===== src/rtl/qdec_pkg.sv =====
// qdec_pkg: quadrature AB state constants, step classes and the transition decoder
package qdec_pkg;
  localparam logic [1:0] AB_00 = 2'b00;
  localparam logic [1:0] AB_01 = 2'b01;
  localparam logic [1:0] AB_11 = 2'b11;
  localparam logic [1:0] AB_10 = 2'b10;
  typedef enum logic [1:0] {STEP_NONE, STEP_FWD, STEP_BWD, STEP_ILLEGAL} step_t;
  function automatic logic [1:0] gray_next(input logic [1:0] x);
    return x == AB_00 ? AB_01 : x == AB_01 ? AB_11 : x == AB_11 ? AB_10 : AB_00;
  endfunction
  function automatic step_t qdec_decode(input logic [1:0] prev_ab, input logic [1:0] ab);
    return ab == prev_ab ? STEP_NONE :
           ab == gray_next(prev_ab) ? STEP_FWD :
           prev_ab == gray_next(ab) ? STEP_BWD : STEP_ILLEGAL;
  endfunction
endpackage


===== src/rtl/qdec_input_cond.sv =====
// qdec_input_cond: per-channel synchronizer plus glitch filter when QDEC_GLITCH_FILTER_EN is defined
module qdec_input_cond #(
  parameter int SYNC_STAGES = 2,
  parameter int FILTER_LEN = 3
) (
  input  logic clk,
  input  logic reset,
  input  logic din,
  output logic dout
);
  logic [SYNC_STAGES-1:0] sync;
  always_ff @(posedge clk)
    if (!reset) sync <= '0;
    else sync <= {sync[SYNC_STAGES-2:0], din};
`ifdef QDEC_GLITCH_FILTER_EN
  localparam int CW = $clog2(FILTER_LEN + 1);
  logic lvl;
  logic [CW-1:0] cnt;
  // a new level is taken on the FILTER_LEN-th consecutive differing sample
  always_ff @(posedge clk)
    if (!reset) begin
      lvl <= 1'b0;
      cnt <= '0;
    end else if (sync[SYNC_STAGES-1] == lvl) cnt <= '0;
    else if (cnt == CW'(FILTER_LEN - 1)) begin
      lvl <= sync[SYNC_STAGES-1];
      cnt <= '0;
    end else cnt <= cnt + 1'b1;
  assign dout = lvl;
`else
  assign dout = sync[SYNC_STAGES-1];
`endif
endmodule


===== src/rtl/quad_encoder_decoder.sv =====
// quad_encoder_decoder: quadrature decoder with position, direction, windowed velocity and error flag; QDEC_GLITCH_FILTER_EN adds input glitch filtering
module quad_encoder_decoder #(
  parameter int DATA_WIDTH = 16,
  parameter int SYNC_STAGES = 2,
  parameter int FILTER_LEN = 3,
  parameter int WINDOW_CYCLES = 1000
) (
  input  logic                  clk,
  input  logic                  reset,
  input  logic                  encoder_a,
  input  logic                  encoder_b,
  input  logic                  pos_clear,
  input  logic                  err_clear,
  output logic [DATA_WIDTH-1:0] position,
  output logic                  direction,
  output logic                  step_pulse,
  output logic [DATA_WIDTH-1:0] velocity,
  output logic                  velocity_valid,
  output logic                  error
);
  import qdec_pkg::*;
  localparam logic [DATA_WIDTH-1:0] WIN_LAST = DATA_WIDTH'(WINDOW_CYCLES - 1);
  localparam logic [DATA_WIDTH-1:0] ACC_MAX = {1'b0, {(DATA_WIDTH-1){1'b1}}};
  localparam logic [DATA_WIDTH-1:0] ACC_MIN = {1'b1, {(DATA_WIDTH-1){1'b0}}};
  logic a, b, primed, fwd, bwd, win_last;
  logic [1:0] ab, prev_ab;
  logic [DATA_WIDTH-1:0] acc, acc_next, win_cnt;
  step_t step;
  qdec_input_cond #(.SYNC_STAGES(SYNC_STAGES), .FILTER_LEN(FILTER_LEN)) u_cond_a (
    .clk(clk), .reset(reset), .din(encoder_a), .dout(a));
  qdec_input_cond #(.SYNC_STAGES(SYNC_STAGES), .FILTER_LEN(FILTER_LEN)) u_cond_b (
    .clk(clk), .reset(reset), .din(encoder_b), .dout(b));
  assign ab = {a, b};
  always_comb begin
    step = primed ? qdec_decode(prev_ab, ab) : STEP_NONE;
    fwd = step == STEP_FWD;
    bwd = step == STEP_BWD;
    win_last = win_cnt == WIN_LAST;
    acc_next = fwd ? (acc == ACC_MAX ? acc : acc + 1'b1) :
               bwd ? (acc == ACC_MIN ? acc : acc - 1'b1) : acc;
  end
  always_ff @(posedge clk)
    if (!reset) begin
      primed <= 1'b0;
      prev_ab <= 2'b00;
      position <= '0;
      direction <= 1'b0;
      step_pulse <= 1'b0;
      velocity <= '0;
      velocity_valid <= 1'b0;
      error <= 1'b0;
      acc <= '0;
      win_cnt <= '0;
    end else begin
      primed <= 1'b1;
      prev_ab <= ab;
      step_pulse <= fwd | bwd;
      if (fwd | bwd) direction <= fwd;
      position <= pos_clear ? '0 : fwd ? position + 1'b1 : bwd ? position - 1'b1 : position;
      error <= (step == STEP_ILLEGAL) | (error & ~err_clear);
      velocity_valid <= win_last;
      if (win_last) begin
        velocity <= acc_next;
        acc <= '0;
        win_cnt <= '0;
      end else begin
        acc <= acc_next;
        win_cnt <= win_cnt + 1'b1;
      end
    end
endmodule


===== config.mk =====
export PLATFORM = sky130hd
export DESIGN_NAME = quad_encoder_decoder
export DESIGN_NICKNAME = d
export VERILOG_FILES = /design/src/rtl/qdec_pkg.sv /design/src/rtl/qdec_input_cond.sv /design/src/rtl/quad_encoder_decoder.sv
export SDC_FILE = /design/constraint.sdc
export NUM_CORES = 1
export LEC_CHECK = 0
export CAP_MARGIN = 25
export CORE_UTILIZATION = 57
export CTS_CLUSTER_DIAMETER = 60
export CTS_CLUSTER_SIZE = 30
export DETAILED_ROUTE_END_ITERATION = 12
export GPL_ROUTABILITY_DRIVEN = 0
export MAX_ROUTING_LAYER = met4
export PLACE_DENSITY = 0.81
export SYNTH_ARGS = -nofsm -noshare
export SYNTH_HDL_FRONTEND = slang
export SYNTH_SLANG_ARGS = --single-unit

===== constraint.sdc =====
create_clock -name clk -period 4.4 [get_ports clk]
set_clock_uncertainty 0.05 [all_clocks]
set_input_delay 1.1 -clock clk [delete_from_list [all_inputs] [get_ports clk]]
set_output_delay 1.1 -clock clk [all_outputs]
set_load 0.02 [all_outputs]

==> PnR_summary.wiki <==
{| class="wikitable"
! Metric !! Value
|-
| Status || complete, no violations
|-
| Worst-Skew Late Latency || 360 ps
|-
| Number of fillers in the final layout || roughly 560
|-
| Floorplan die height || 86.5 µm
|-
| Highest metal used || met4
|-
| Drt first pass iters || 4
|-
| Combinational family with the most area after synthesis || simple AND/OR/NAND/NOR gates
|-
| Power density cells || between 300 and 400 mW/mm²
|-
| Count of unique library cells instantiated by Yosys || between 50 and 60
|-
| Most used standard cells in the synthesized netlist || sky130_fd_sc_hd__dfxtp_1, sky130_fd_sc_hd__nand2_1, sky130_fd_sc_hd__nor2_1, sky130_fd_sc_hd__ha_1, sky130_fd_sc_hd__xor2_1
|-
| Count of boundary I/O pins || 42
|-
| Top-area cell type share of the netlist area || 0.369
|-
| Mapped Cells || 478
|-
| Post-Synthesis Net Count || 506
|-
| Global routing usage summed across all routing layers || 0.267
|-
| XOR/XNOR Fraction of Synth Area || 0.0753
|-
| Prevailing post-synth register cell || sky130_fd_sc_hd__dfxtp_1
|-
| Worst Hold Class || reg2reg
|-
| Horizontal die dimension || 86.5 µm
|-
| Setup Fix Bufs, Post-CTS || 0
|-
| Hpwl dp || approximately 6400 µm
|-
| Vias in the first global route || ~3,300
|-
| Worst Setup End Kind || flip-flop
|-
| Maximum number of pins on one net before global-route repair || 28
|-
| Sequential element share of the synthesized area || 0.369
|-
| Critical path data arrival time || about 3900 ps
|-
| Final Routed Wirelength || between 9000 and 10,000 µm
|-
| Antenna Nets Post-Route || 0
|-
| CP Launch Type || flip-flop
|-
| Share of synthesized cell area in and, or, nand and nor gates || 0.265
|-
| Internal power of the cells || between 1 and 1.5 mW
|-
| Required time of the critical path || around 4600 ps
|-
| Clock slew seen by the registers of the worst setup and hold paths || roughly 70 ps
|-
| Share of total power in sequential cells || 0.481
|-
| Final routed wire length divided by cell count || around 15 µm
|-
| Met1 Wirelength || roughly 4500 µm
|-
| Endpoints failing setup || 0
|-
| Unrepaired setup endpoints after global routing || no
|-
| Clock tree buffer depth || 2
|-
| Num CTS Buffers || 9
|-
| Highest achievable clock rate || around 270 MHz
|-
| Flip-flop and latch count after synthesis || 75
|-
| Clock tree from TritonCTS || yes
|-
| Most area-hungry cell type in the Yosys netlist || sky130_fd_sc_hd__dfxtp_1
|-
| Vias per cell || around 6
|-
| Leak Pwr || 1.85 nW
|-
| Cell types with the largest area share after synthesis || sky130_fd_sc_hd__dfxtp_1, sky130_fd_sc_hd__ha_1, sky130_fd_sc_hd__nand2_1, sky130_fd_sc_hd__xor2_1, sky130_fd_sc_hd__nor2_1
|-
| Logic pwr share || 0.205
|-
| Shortest clock period the worst path allows after layout || ~3700 ps
|-
| Cell with the most instances after synthesis || sky130_fd_sc_hd__dfxtp_1
|-
| Detailed router's first-iteration violation count || 184
|-
| Number of enable-type register cells in the synthesized netlist || 0
|-
| Final Slew Violations || 0
|-
| Worst-case vdd ir drop || 192 µV
|-
| Fraction of power consumed by the clock network || 0.314
|-
| Library cell used as clock root buffer || sky130_fd_sc_hd__clkbuf_8
|-
| Number of warnings issued by yosys || 0
|-
| Initial antenna violation count || 0
|-
| Multiplexer fraction of the synthesized cell area || 0.0175
|-
| Total Die Area || between 0.007 and 0.008 mm²
|-
| Number of max-capacitance violations reported || 0
|-
| Number of nets in the layout || 541
|-
| CTS resizes || 0
|-
| Final Hold Slack || 399 ps
|-
| Ratio of cells with drive above 1 in the final layout || 0.0618
|-
| Count of vias placed by the detailed router || 3,619
|-
| Site row count || 30
|-
| Antenna diode count || 0
|-
| Number of design rule violations left after detail routing || 0
|-
| Clock Sink Count || between 70 and 80
|-
| Hold buffers post-CTS || 0
|-
| Synthesized area per cell || 8.51 µm²
|-
| Placed Cells || between 500 and 600
|-
| Placeable core region || 0.00683 mm²
|-
| Adder-cell area share of the yosys netlist || 0.0695
|-
| Metal3 WL || about 390 µm
|-
| Effective utilization at floorplan || 0.596
|-
| Syn-to-layout area delta || 16.1%
|-
| Max transition margin || 0.566
|-
| Switching share of power || 0.305
|-
| Worst Setup Path Type || reg2reg
|-
| Power after layout || roughly 1.5 mW
|-
| Total grt overflow || 0
|-
| Non-filler cells in the finished layout || ~610
|-
| DR WL met2 || around 4100 µm
|-
| Buffers on Ports || between 40 and 50
|-
| Syn Std Cell Area || slightly above 0.004 mm²
|-
| Critical Path Fanout Max || 18
|-
| Wire length of the first global-routing pass || between 15,000 and 20,000 µm
|-
| Least-Margin Pin Slew || approximately 650 ps
|-
| Switching pwr || 0.465 mW
|-
| Fraction of the cycle the final worst path needs || 0.838
|-
| Ys async rst share || 0
|-
| Share of the synthesized area in compound gates (AO/OA/AOI/OAI) || 0.161
|-
| Setup TNS Final || 0 ps
|-
| Final hold viol count || 0
|-
| Max H-tree Level || 3
|}
## metrics by stage
step	utilization	area (µm²)	setup WS, ps
final	0.691	4720	715
after global routing	0.691	4720	511
after CTS	0.689	4710	770
after detailed placement	0.664	4540	800
after global placement	0.664	4540	940
after floorplan	-	4070	728
## power by group through the flow
| stage | Sequential [mW] | Combinational, mW | Clock (mW) |
|---|---|---|---|
| floorplan | 0.747 | 0.232 | 0 |
| global placement | 0.747 | 0.299 | 0 |
| detailed placement | 0.748 | 0.304 | 0 |
| CTS | 0.732 | 0.307 | 0.488 |
| global route | 0.738 | 0.346 | 0.515 |
| finish | 0.733 | 0.312 | 0.478 |
## routing by layer
layer	vias to the layer above	global-route usage
li1	1804	-
met1	1711	0.349
met2	88	0.406
met3	16	0.0610
met4	0	0.0970
met5	-	-
## worst paths after layout
path,cells after the start,from,end,slack (ps)
max reg2reg,13,u_cond_b.sync[1]$_SDFF_PN0_,position[15]$_SDFFE_PP0P_,710
min,2,velocity[4]$_SDFFE_PN0P_,velocity[4]$_SDFFE_PN0P_,400
min reg2reg,2,velocity[4]$_SDFFE_PN0P_,velocity[4]$_SDFFE_PN0P_,400
max,13,u_cond_b.sync[1]$_SDFF_PN0_,position[15]$_SDFFE_PP0P_,710
## sequential cells by signal, summed over array words and instances, names as in the netlist
name	flops
velocity	16
velocity_valid	1
u_cond_b.sync	2
acc	16
step_pulse	1
win_cnt	16
direction	1
prev_ab	2
u_cond_a.sync	2
primed	1
error	1
position	16
## logic make-up (layout without fill, tap and decap cells)
logic type | Yosys count | in the layout
buffers and inverters | 42 | 82
xor gates and xnor gates | 35 | 35
and+or+nand+nor | 206 | 206
adders and majority gates | 22 | 22
DFF | 75 | 75
muxes | 7 | 7
AOI/OAI and AO/OA | 91 | 91
## worst max-delay path, stage by stage (launching register included)
cell and delay (ps):
sky130_fd_sc_hd__dfxtp_1 360, sky130_fd_sc_hd__nor2b_1 160, sky130_fd_sc_hd__or3b_2 460, sky130_fd_sc_hd__o211ai_1 130
sky130_fd_sc_hd__ha_1 220, sky130_fd_sc_hd__clkinv_1 210, sky130_fd_sc_hd__buf_4 290, sky130_fd_sc_hd__ha_1 390
sky130_fd_sc_hd__o21a_1 160, sky130_fd_sc_hd__o211ai_1 100, sky130_fd_sc_hd__a211oi_1 450, sky130_fd_sc_hd__o21ai_0 220
sky130_fd_sc_hd__mux2i_1 220, sky130_fd_sc_hd__mux2i_1 190
## area by class of cell
class / count / area, µm² / area share
inverters: 19 / 71.3 / 0.0151
repair buffers: 47 / 463 / 0.0980
multi-input cells: 361 / 2390 / 0.507
flip-flops and latches: 75 / 1500 / 0.318
well taps: 96 / 120 / 0.0254
clock buffers: 13 / 149 / 0.0315
clock inverters: 3 / 22.5 / 0.00477
## cell usage in the layout (no fill, tap or decap), drive strengths merged, types with 3 or more instances in the layout
cell type      synthesis  routed
nand3                 18      18
nor2b                  7       7
a32oi                  5       5
nand4                 12      12
and2                  11      11
nor3                  16      16
dfxtp                 75      75
and3                  10      10
xnor2                 14      14
clkinv                 1       3
nor2                  46      46
nor4                  13      13
a41oi                  4       4
a211oi                 3       3
inv                   18      19
o21ai                 18      18
a21o                   8       8
xor2                  21      21
a22o                   3       3
nand2                 50      50
a31oi                  6       6
clkbuf                20      13
nand2b                 4       4
and4                   9       9
o211ai                 3       3
a221oi                 3       3
mux2i                  6       6
or3                    3       3
a21oi                 20      20
ha                    21      21
buf                    3       6
clkdlybuf4s50          0      41
No activity file was read; power rests on OpenSTA's default activity.
